### src/rtl/main_decoder_pipe_pkg.sv
// Shared decode types for main_decoder_pipe: opcodes, funct7 values,
// ImmSrc/ResultSrc/ALUOp/load encodings, ID/EX control bundle, FSM states.
package main_decoder_pipe_pkg;

  localparam logic [6:0] OP_LOAD   = 7'b0000011;
  localparam logic [6:0] OP_STORE  = 7'b0100011;
  localparam logic [6:0] OP_R      = 7'b0110011;
  localparam logic [6:0] OP_I      = 7'b0010011;
  localparam logic [6:0] OP_BRANCH = 7'b1100011;
  localparam logic [6:0] OP_JAL    = 7'b1101111;
  localparam logic [6:0] OP_JALR   = 7'b1100111;
  localparam logic [6:0] OP_LUI    = 7'b0110111;
  localparam logic [6:0] OP_AUIPC  = 7'b0010111;

  localparam logic [6:0] F7_BASE   = 7'b0000000;
  localparam logic [6:0] F7_ALT    = 7'b0100000;
  localparam logic [6:0] F7_MULDIV = 7'b0000001;

  localparam logic [1:0] LD_BYTE = 2'b00;
  localparam logic [1:0] LD_HALF = 2'b01;
  localparam logic [1:0] LD_WORD = 2'b10;

  typedef enum logic [2:0] {
    IMM_I = 3'b000,
    IMM_S = 3'b001,
    IMM_B = 3'b010,
    IMM_J = 3'b011,
    IMM_U = 3'b100
  } imm_src_e;

  typedef enum logic [1:0] {
    RES_ALU = 2'b00,
    RES_MEM = 2'b01,
    RES_PC4 = 2'b10,
    RES_IMM = 2'b11
  } res_src_e;

  typedef enum logic [1:0] {
    ALU_ADD    = 2'b00,
    ALU_BRANCH = 2'b01,
    ALU_FUNC   = 2'b10,
    ALU_MULDIV = 2'b11
  } alu_op_e;

  typedef struct packed {
    logic     reg_write;
    logic     alu_src;
    logic     mem_write;
    logic     jump;
    logic     jalr;
    logic     branch;
    logic     row;
    logic     load_sign;
    logic     auipc;
    logic     muldiv;
    imm_src_e imm_src;
    res_src_e result_src;
    alu_op_e  alu_op;
    logic [1:0] load;
  } ctrl_t;

  localparam int CTRL_W = $bits(ctrl_t);

  typedef enum logic {
    ST_RUN  = 1'b0,
    ST_HALT = 1'b1
  } state_e;

  function automatic logic load_f3_bad(input logic [2:0] f3);
    return (f3 == 3'b011) | (f3 == 3'b110) | (f3 == 3'b111);
  endfunction

endpackage

### src/rtl/main_decoder_comb.sv
// Pure combinational RV32I(+M with RV32M_EN) main decode.
// Ports: instr in; ctrl bundle, illegal flag, rd/rs1/rs2 fields out.
module main_decoder_comb
  import main_decoder_pipe_pkg::*;
(
  input  logic [31:0] instr,
  output ctrl_t       ctrl,
  output logic        illegal,
  output logic [4:0]  rd,
  output logic [4:0]  rs1,
  output logic [4:0]  rs2
);

  logic [6:0] op;
  logic [2:0] f3;
  logic [6:0] f7;
  logic       m_ok;
  logic       r_ok;
  ctrl_t      c;
  logic       bad;

  assign op  = instr[6:0];
  assign f3  = instr[14:12];
  assign f7  = instr[31:25];
  assign rd  = instr[11:7];
  assign rs1 = instr[19:15];
  assign rs2 = instr[24:20];

`ifdef RV32M_EN
  assign m_ok = (f7 == F7_MULDIV);
`else
  assign m_ok = 1'b0;
`endif

  // SUB/SRA share funct7 0100000; only funct3 000/101 accept it
  assign r_ok = (f7 == F7_BASE)
              | ((f7 == F7_ALT) & ((f3 == 3'b000) | (f3 == 3'b101)));

  always_comb begin
    c   = '0;
    bad = 1'b0;
    unique case (1'b1)
      (op == OP_LOAD): begin
        c.reg_write  = 1'b1;
        c.alu_src    = 1'b1;
        c.result_src = RES_MEM;
        c.row        = 1'b1;
        c.load       = f3[1:0];
        c.load_sign  = ~f3[2];
        bad          = load_f3_bad(f3);
      end
      (op == OP_STORE): begin
        c.mem_write = 1'b1;
        c.alu_src   = 1'b1;
        c.imm_src   = IMM_S;
        c.load      = f3[1:0];
        bad         = f3 > 3'b010;
      end
      (op == OP_R): begin
        c.reg_write = 1'b1;
        if (m_ok) begin
          c.alu_op = ALU_MULDIV;
          c.muldiv = 1'b1;
        end else begin
          c.alu_op = ALU_FUNC;
          bad      = ~r_ok;
        end
      end
      (op == OP_I): begin
        c.reg_write = 1'b1;
        c.alu_src   = 1'b1;
        c.alu_op    = ALU_FUNC;
      end
      (op == OP_BRANCH): begin
        c.branch  = 1'b1;
        c.alu_op  = ALU_BRANCH;
        c.imm_src = IMM_B;
        bad       = (f3[2:1] == 2'b01);
      end
      (op == OP_JAL): begin
        c.reg_write  = 1'b1;
        c.jump       = 1'b1;
        c.result_src = RES_PC4;
        c.imm_src    = IMM_J;
      end
      (op == OP_JALR): begin
        c.reg_write  = 1'b1;
        c.jalr       = 1'b1;
        c.alu_src    = 1'b1;
        c.result_src = RES_PC4;
        bad          = (f3 != 3'b000);
      end
      (op == OP_LUI): begin
        c.reg_write  = 1'b1;
        c.result_src = RES_IMM;
        c.imm_src    = IMM_U;
      end
      (op == OP_AUIPC): begin
        c.reg_write  = 1'b1;
        c.result_src = RES_IMM;
        c.imm_src    = IMM_U;
        c.auipc      = 1'b1;
      end
      default: bad = 1'b1;
    endcase
    if (instr[1:0] != 2'b11) bad = 1'b1;
    // an illegal bundle must never enable a write or redirect
    if (bad) c = '0;
  end

  assign ctrl    = c;
  assign illegal = bad;

endmodule

### src/rtl/main_decoder_pipe.sv
// Registered main decoder: decode + ID/EX register, valid/ready, flush,
// illegal-halt FSM, saturating illegal counter. RV32M_EN enables mul/div.
// Ports: clk, reset (async low), in_* from IF/ID, out_*/controls to EX,
// illegal, halted, ill_count.
module main_decoder_pipe
  import main_decoder_pipe_pkg::*;
#(
  parameter int PC_W      = 32,
  parameter int IMM_SRC_W = 3,
  parameter int ILL_CNT_W = 8
) (
  input  logic                 clk,
  input  logic                 reset,
  input  logic                 in_valid,
  output logic                 in_ready,
  input  logic [31:0]          in_instr,
  input  logic [PC_W-1:0]      in_pc,
  input  logic                 flush,
  output logic                 out_valid,
  input  logic                 out_ready,
  output logic [PC_W-1:0]      out_pc,
  output logic [4:0]           out_rd,
  output logic [4:0]           out_rs1,
  output logic [4:0]           out_rs2,
  output logic                 RegWrite,
  output logic                 ALUSrc,
  output logic                 MemWrite,
  output logic                 Jump,
  output logic                 Jalr,
  output logic                 Branch,
  output logic                 row,
  output logic                 LoadSign,
  output logic                 Auipc,
  output logic                 MulDiv,
  output logic [IMM_SRC_W-1:0] ImmSrc,
  output logic [1:0]           ResultSrc,
  output logic [1:0]           ALUOp,
  output logic [1:0]           load,
  output logic                 illegal,
  output logic                 halted,
  output logic [ILL_CNT_W-1:0] ill_count
);

  ctrl_t      ctrl_d;
  logic       ill_d;
  logic [4:0] rd_d;
  logic [4:0] rs1_d;
  logic [4:0] rs2_d;

  ctrl_t                ctrl_q;
  logic                 ill_q;
  logic                 vld_q;
  logic [PC_W-1:0]      pc_q;
  logic [4:0]           rd_q;
  logic [4:0]           rs1_q;
  logic [4:0]           rs2_q;
  logic [ILL_CNT_W-1:0] cnt_q;
  state_e               state_q;
  state_e               state_d;

  logic take;

  main_decoder_comb u_comb (
    .instr   (in_instr),
    .ctrl    (ctrl_d),
    .illegal (ill_d),
    .rd      (rd_d),
    .rs1     (rs1_d),
    .rs2     (rs2_d)
  );

  assign in_ready = (state_q == ST_RUN) & (~vld_q | out_ready);
  // flush drops a same-cycle offer entirely
  assign take     = in_valid & in_ready & ~flush;

  always_ff @(posedge clk or negedge reset) begin
    if (!reset) begin
      vld_q  <= 1'b0;
      ctrl_q <= '0;
      ill_q  <= 1'b0;
      pc_q   <= '0;
      rd_q   <= '0;
      rs1_q  <= '0;
      rs2_q  <= '0;
      cnt_q  <= '0;
    end else begin
      if (flush) begin
        vld_q <= 1'b0;
      end else if (take) begin
        vld_q <= 1'b1;
      end else if (out_ready) begin
        vld_q <= 1'b0;
      end
      if (take) begin
        ctrl_q <= ctrl_d;
        ill_q  <= ill_d;
        pc_q   <= in_pc;
        rd_q   <= rd_d;
        rs1_q  <= rs1_d;
        rs2_q  <= rs2_d;
      end
      if (take & ill_d & ~(&cnt_q)) begin
        cnt_q <= cnt_q + ILL_CNT_W'(1);
      end
    end
  end

  always_ff @(posedge clk or negedge reset) begin
    if (!reset) begin
      state_q <= ST_RUN;
    end else begin
      state_q <= state_d;
    end
  end

  always_comb begin
    state_d = state_q;
    unique case (state_q)
      ST_RUN: begin
        if (take & ill_d) state_d = ST_HALT;
      end
      ST_HALT: begin
        if (flush) state_d = ST_RUN;
      end
      default: state_d = ST_RUN;
    endcase
  end

  always_comb begin
    ImmSrc      = '0;
    ImmSrc[2:0] = ctrl_q.imm_src;
  end

  assign out_valid = vld_q;
  assign out_pc    = pc_q;
  assign out_rd    = rd_q;
  assign out_rs1   = rs1_q;
  assign out_rs2   = rs2_q;
  assign RegWrite  = ctrl_q.reg_write;
  assign ALUSrc    = ctrl_q.alu_src;
  assign MemWrite  = ctrl_q.mem_write;
  assign Jump      = ctrl_q.jump;
  assign Jalr      = ctrl_q.jalr;
  assign Branch    = ctrl_q.branch;
  assign row       = ctrl_q.row;
  assign LoadSign  = ctrl_q.load_sign;
  assign Auipc     = ctrl_q.auipc;
  assign MulDiv    = ctrl_q.muldiv;
  assign ResultSrc = ctrl_q.result_src;
  assign ALUOp     = ctrl_q.alu_op;
  assign load      = ctrl_q.load;
  assign illegal   = ill_q;
  assign halted    = (state_q == ST_HALT);
  assign ill_count = cnt_q;

endmodule

### config.mk
export PLATFORM = sky130hd
export DESIGN_NAME = main_decoder_pipe
export DESIGN_NICKNAME = d
export VERILOG_FILES = /design/src/rtl/main_decoder_pipe_pkg.sv /design/src/rtl/main_decoder_comb.sv /design/src/rtl/main_decoder_pipe.sv
export SDC_FILE = /design/constraint.sdc
export NUM_CORES = 1
export LEC_CHECK = 0
export BUFFER_PORTS_ARGS = -buffer_cell sky130_fd_sc_hd__buf_2
export CORE_MARGIN = 4
export CORE_UTILIZATION = 50
export CTS_CLUSTER_DIAMETER = 50
export CTS_CLUSTER_SIZE = 16
export DETAILED_ROUTE_END_ITERATION = 6
export PLACE_DENSITY = 0.93
export SETUP_SLACK_MARGIN = 0.2
export SYNTH_ARGS = -nofsm -noshare
export SYNTH_HDL_FRONTEND = slang
export SYNTH_SLANG_ARGS = --single-unit
export TNS_END_PERCENT = 1
### constraint.sdc
create_clock -name clk -period 3.2 [get_ports clk]
set_input_delay 0.16 -clock clk [delete_from_list [all_inputs] [get_ports clk]]
set_output_delay 0.16 -clock clk [all_outputs]
set_load 0.05 [all_outputs]
==> impl_metrics.tcl, run 1 <==
set metrics [dict create \
    yosys_warnings 0 \
    status "finished clean" \
    dpl.hpwl_um 5880 \
    drtPass1Iterations 4 \
    r2r_start "out_valid$_DFFE_PN0P_" \
    nNetsFinal 555 \
    worst_pin_slew_ns 0.929 \
    p_leak_nw 2.37 \
    regArea_um2 1880 \
    min-delay-start "in_pc[6]" \
    wl_um 8040 \
    synth.distinct_cells 42 \
    finalCritPeriodShare 0.652 \
    clk_pin_slew_ns 0.08 \
    grt-ovfl-total 0 \
    crit_path_end_kind "flip-flop" \
    relSlewSlack 0.381 \
    grt_max_degree 76 \
    synthMuxAreaShare 0.00668 \
    path_depth 6 \
    finalSetupViolations 0 \
    crit_slowest_cell "and3_2" \
    fin_skew_ns 0.00917 \
    root_buffer "clkbuf_8" \
    grt_pass1_vias 2821 \
    wire_per_inst_um 14.2 \
    peakVddDrop_uv 510 \
    syn_inst 343 \
    yosys.area_share.simple 0.275 \
    syn_nets 413 \
    synth_compound_area_frac 0.0672 \
    grt_pass1_wl_um 12800 \
    hold_viol_final 0 \
    cts_sinks 75 \
    clk-insertion-delay-late_ns 0.32 \
    r2r_end "load[0]$_DFFE_PN0P_" \
    min_period_ns 2.09 \
    gp_congestion 0.860 \
    synth_top_family_by_area "simple AND/OR/NAND/NOR gates" \
    nFillCells 478 \
    crit_fanout 24 \
    clockBufferDepth 2 \
    route.met3.wl_um 641 \
    cp-startpoint "out_valid$_DFFE_PN0P_" \
    grt_usage 0.211 \
    cts_resized 0 \
    worstPathBufferInverterCount 0 \
    crit_type "flip-flop to flip-flop" \
    required_ns 3.46 \
    portBuffers 145 \
    multiInputGateArea_um2 1210 \
    critPathTopFamily "simple AND/OR/NAND/NOR gates" \
    wl_met2_um 4010 \
    syn_to_final_growth_pct 31.3 \
    fin_setup_tns_ns 0 \
    timing.fmax_mhz 479 \
    yosys_most_used_dff "dfrtp_1" \
    worstPathCellList "nor2b_1 > nor2_1 > and3_2 > and3_1 > and3_4 > a22o_1" \
    rows 28 \
    ys_async_sr_fraction 1.00 \
    syn_area_um2 3180 \
    p_per_area_nw_per_um2 754 \
    power_mw 3.15 \
    htree_num_levels 3 \
    worst-r2r-cell-count 6 \
    viasPerCell 5.10 \
    cp-endpoint "load[0]$_DFFE_PN0P_" \
    synth_seq_cells 75 \
    max_stage_delay_ns 0.51 \
    rsz0062_at_grt "false" \
    final_common_cell "nand2_1" \
    synthXorXnorAreaFrac 0.0220 \
    slew_violations 0 \
    cts_inserted_buffers 9 \
    drt-met1-wl_um 3320 \
    reg2reg_slack_ns 1.11 \
    drc_errors 0 \
    core_um2 6060 \
    antenna_found_initial 0 \
    drt_iter0_markers 129 \
    synthAdderAreaFrac 0.00707 \
    drive_gt1_frac 0.347 \
    antenna_left 0 \
    avgSynthCellArea_um2 9.28 \
    yosysSeqAreaShare 0.589 \
    synth_edf_count 0 \
    start_util 0.525 \
    worstHoldPathType "input pin to flip-flop" \
    cts_tree "yes" \
    ios 147 \
    die_x_um 87.8 \
    dieArea_um2 7710 \
    arrival_ns 2.34 \
    chipHeight_um 87.8 \
    max-cap-violations 0 \
    crit_path_start_kind "flip-flop" \
    highest_layer "met4" \
    final_cell_mix "nand2_1 (159), buf_2 (144), dfrtp_1 (75), nor2_1 (14), clkbuf_8 (10)" \
    vias 2884 \
]
[where the power goes]
part / switching (mW) / leakage, nW / total [mW] / internal, mW
clock: 0.324 / 0.111 / 0.785 / 0.462
combinational: 0.885 / 1.31 / 1.14 / 0.251
sequential: 0.113 / 0.955 / 1.23 / 1.12
[flip-flops by register name, summed over array words and instances (netlist names), 2 cells and up]
register / flops
ImmSrc: 3
ResultSrc: 2
ill_count: 8
load: 2
out_pc: 32
out_rd: 5
out_rs1: 5
out_rs2: 5
[cells by family (layout without fill, tap and decap cells)]
| group | Yosys count | after routing |
|---|---|---|
| AOI/OAI and AO/OA | 31 | 31 |
| xor gates and xnor gates | 8 | 8 |
| adders and majority gates | 2 | 2 |
| buffers and inverters | 21 | 168 |
| DFF | 75 | 75 |
| muxes | 2 | 2 |
| other | 1 | 2 |
| and+or+nand+nor | 203 | 203 |
[per-stage QoR]
| stage | instance area (um2) | setup WS [ns] | hold WS, ns | cells | utilization |
|---|---|---|---|---|---|
| 6_report | 4180 | 1.11 | 0.0181 | 566 | 0.690 |
| 5_1_grt | 4180 | 0.934 | 0.0107 | 565 | 0.690 |
| 4_1_cts | 4180 | 1.10 | 0.000953 | 565 | 0.690 |
| 3_5_place_dp | 3940 | 1.12 | 0.355 | 547 | 0.650 |
| 3_3_place_gp | 3940 | 1.19 | 0.341 | 547 | 0.650 |
| 2_1_floorplan | 3180 | 0.615 | -0.136 | 343 | - |
[worst min-delay path, delay by kind of cell]
kind	cells	cell delay [ns]
buf+inv	1	0.07
simple gates	2	0.08
[timing repair]
item                      in CTS  in global routing
setup buffers                  0                  0
hold endpoints to repair      18                  0
hold buffers                   2                  0
[worst min path at each step]
stage               slack (ns)  depth (start not counted)                     end
detailed placement        0.36                          3   out_pc[6]$_DFFE_PN0P_
global placement          0.34                          1   out_rd[3]$_DFFE_PN0P_
global route              0.01                          3  out_pc[28]$_DFFE_PN0P_
floorplan                -0.14                          0    ALUOp[1]$_DFFE_PN0P_
finish                    0.02                          3   out_pc[6]$_DFFE_PN0P_
CTS                      0.001                          3   out_pc[6]$_DFFE_PN0P_
[per-layer routing]
metal / GRT usage / vias up
met1: 0.258 / 1371
met3: 0.0405 / 8
li1: - / 1398
met2: 0.368 / 107
met5: 0 / -
met4: 0.0795 / 0
[Yosys cell counts, types with 2 or more instances]
library cell / number / share of area
nand2_1: 159 / 0.19
dfrtp_1: 75 / 0.59
nor2_1: 14 / 0.017
nand3_1: 10 / 0.016
o21ai_0: 9 / 0.014
a22o_1: 8 / 0.022
clkbuf_1: 7 / 0.0083
xnor2_1: 7 / 0.019
buf_1: 6 / 0.0071
and3_1: 4 / 0.0079
nand4_1: 4 / 0.0079
buf_4: 3 / 0.0071
inv_1: 3 / 0.0035
o31ai_1: 3 / 0.0071
a21oi_1: 2 / 0.0031
a31oi_1: 2 / 0.0039
o21ai_1: 2 / 0.0031
[final cells by class]
class                           instances  share of cell area
Tap cell                               75              0.0224
Inverter                                3             0.00269
Timing Repair Buffer                  149               0.183
Clock buffer                           12              0.0347
Clock inverter                          4              0.0177
Antenna cell                            1            0.000598
Sequential cell                        75               0.449
Multi-Input combinational cell        247               0.291
No activity file was read; power rests on OpenSTA's default activity.
==> inputs of run 2 (changes only) <==
ABC_AREA = 1   (was unset)
CORE_UTILIZATION = 43   (was 50)
PLACE_DENSITY = 0.84   (was 0.93)
clock period = 1.7 ns   (was 3.2 ns; I/O delays follow)
==> run 2 against run 1 <==
Total power up 95%. Non-clock buffer count rose by 52. Count of clock-buffer cells in the layout decreased by 2. Clock power grew 110%. Wire length up 23%. Via count increased by 21%. Core utilization shrank 4.3 points. Global-route usage shrank 0.29 points. Clock skew hardly changed. First-iteration DRC count increased by 55%. Sequential power rose by 87%. Die area up 21%. Critical endpoint is now MemWrite$_DFFE_PN0P_. Largest cell class unchanged.
==> impl_metrics.tcl, run 2 <==
set metrics [dict create \
    status "finished clean" \
    antenna_found_initial 0 \
    clk-insertion-delay-late_ns 0.33 \
    wl_um 9860 \
    largest_register_ff_count 32 \
    htree_num_levels 3 \
    crit_path_start_kind "flip-flop" \
    crit_path_end_kind "flip-flop" \
    synth_seq_cells 75 \
    synth.most_common_cell "nand2_1" \
    syn_area_um2 3370 \
    avgSynthCellArea_um2 8.00 \
    core_um2 7690 \
    drtPass1Iterations 4 \
    crit_fanout 19 \
    yosys_most_used_dff "dfrtp_1" \
    final_cell_mix "nand2_1 (224), buf_2 (144), dfrtp_1 (73), dlygate4sd3_1 (49), nor2_1 (20)" \
    drt_iter0_markers 200 \
    start_util 0.438 \
    cts_sinks 75 \
    nNetsFinal 686 \
    required_ns 1.92 \
    syn_nets 491 \
    grt_usage 0.208 \
    worstHoldPathType "input pin to flip-flop" \
    r2r_start "out_valid$_DFFE_PN0P_" \
    min-delay-start "in_valid" \
    antenna_cells 0 \
    relSlewSlack 0.551 \
    crit_type "flip-flop to flip-flop" \
    ios 147 \
    clockBufferDepth 2 \
    ys_async_sr_fraction 1.00 \
    fin_skew_ns 0.00917 \
    rsz0062_at_grt "true" \
    synth_edf_count 0 \
    p_leak_nw 2.89 \
    dpl.hpwl_um 6540 \
    slew_violations 0 \
    nFillCells 645 \
    drc_errors 0 \
    worst_pin_slew_ns 0.673 \
    power_mw 6.14 \
    grt-ovfl-total 0 \
    fin_cells 723 \
    grt_pass1_vias 3392 \
    rows 32 \
    grt_max_degree 53 \
    portBuffers 145 \
    dieArea_um2 9310 \
    placed_area_um2 4230 \
    synthTopCellsByCount "nand2_1 (225), dfrtp_1 (75), nor2_1 (22)" \
    yosys_warnings 0 \
    cts_tree "yes" \
    syn_inst 421 \
    hold_viol_final 0 \
    final_area_um2 4970 \
    synth_top_area_share 0.557 \
    post-synth-top-area-cell "dfrtp_1" \
    finalCritPeriodShare 0.850 \
    chipHeight_um 96.5 \
    vias 3480 \
    antenna_left 0 \
    p_per_area_nw_per_um2 1230 \
    timing.fmax_mhz 692 \
    arrival_ns 1.66 \
    grt_pass1_wl_um 15100 \
    fin_setup_tns_ns 0 \
    cts_inserted_buffers 9 \
    clk_pin_slew_ns 0.08 \
    syn_to_final_growth_pct 47.7 \
    cp-startpoint "out_valid$_DFFE_PN0P_" \
    die_x_um 96.5 \
    max-cap-violations 0 \
    post-place-cells 658 \
    final_common_cell "nand2_1" \
    viasPerCell 4.81 \
    wire_per_inst_um 13.6 \
    peakVddDrop_uv 738 \
    finalSetupViolations 0 \
    ys_top_cells_by_area "dfrtp_1 (56%), nand2_1 (25%), nand3_1 (2.5%), nor2_1 (2.5%), inv_1 (2.0%)" \
    min_period_ns 1.44 \
    fin_hold_ws_ns 0.0489 \
    gp_congestion 0.927 \
    yosysSeqAreaShare 0.557 \
    synth.distinct_cells 28 \
    root_buffer "clkbuf_8" \
    drive_gt1_frac 0.309 \
]
==> run 2: cell count changes in the layout (fill, tap and decap cells not counted), moves of 5 or more <==
cell,delta
xnor2_1,-6
dlygate4sd3_1,+47
a22o_1,-8
nand3_1,+7
nor2_1,+6
nand2_1,+65
o21ai_0,-5
inv_1,+15
==> run 2: routing by layer <==
metal / vias to the layer above / global-route usage / wire, um
met5: - / 0 / 0
met4: 0 / 0.0829 / 221
met3: 22 / 0.0534 / 759
met2: 148 / 0.370 / 5170
met1: 1625 / 0.237 / 3710
li1: 1685 / - / -
==> run 2: cell type report <==
type,instances,area (um2),area share
flip-flops and latches,75,1880,0.378
inverters,23,91.3,0.0184
repair buffers,201,1300,0.261
well taps,102,128,0.0257
clock inverters,6,114,0.0229
clock buffers,10,128,0.0257
multi-input cells,306,1340,0.269
==> run 2: power by group <==
group	internal [mW]	total [mW]	switching, mW
sequential	2.09	2.30	0.208
clock	0.978	1.63	0.651
combinational	0.540	2.21	1.68
==> run 2: cells by family (layout without fill, tap and decap cells) <==
family	after synthesis	count (layout)	share of synthesized area
simple gates	288	288	0.353
flops	75	75	0.557
buf+inv	40	240	0.0550
compound gates	12	12	0.0193
xor+xnor	4	4	0.0104
fa+ha+maj	1	1	0.00371
other cells	1	1	0.00111
==> run 2: repair_timing <==
action,4_1_cts,5_1_grt
endpoints found under the hold margin,100,0
endpoints found under the setup margin,5,59
resized for setup,1,2
buffers inserted,0,0
hold buffers,49,0
==> run 2: worst max-delay path, cell delays in order (launching register included) <==
cell     delay (ns)
dfrtp_2        0.44
a21oi_4        0.14
nand2_2        0.09
nor2_4         0.15
inv_2          0.15
buf_4          0.24
nand2_1        0.07
nand2_1        0.05
==> run 2: final timing paths <==
kind / endpoint / slack (ns) / cells after the start
min reg2reg: out_pc[12]$_DFFE_PN0P_ / 0.47 / 2
min in group asynchronous: ALUOp[1]$_DFFE_PN0P_ / 0.34 / 2
max: MemWrite$_DFFE_PN0P_ / 0.26 / 7
min: out_valid$_DFFE_PN0P_ / 0.05 / 3
max reg2reg: MemWrite$_DFFE_PN0P_ / 0.26 / 7
max in group asynchronous: out_pc[8]$_DFFE_PN0P_ / 0.81 / 3
==> run 2: stage by stage <==
stage	util	worst slack (ns)
6_report	0.647	0.256
2_1_floorplan	-	0.00232
5_1_grt	0.647	0.132
3_3_place_gp	0.550	0.282
4_1_cts	0.646	0.230
3_5_place_dp	0.550	0.194
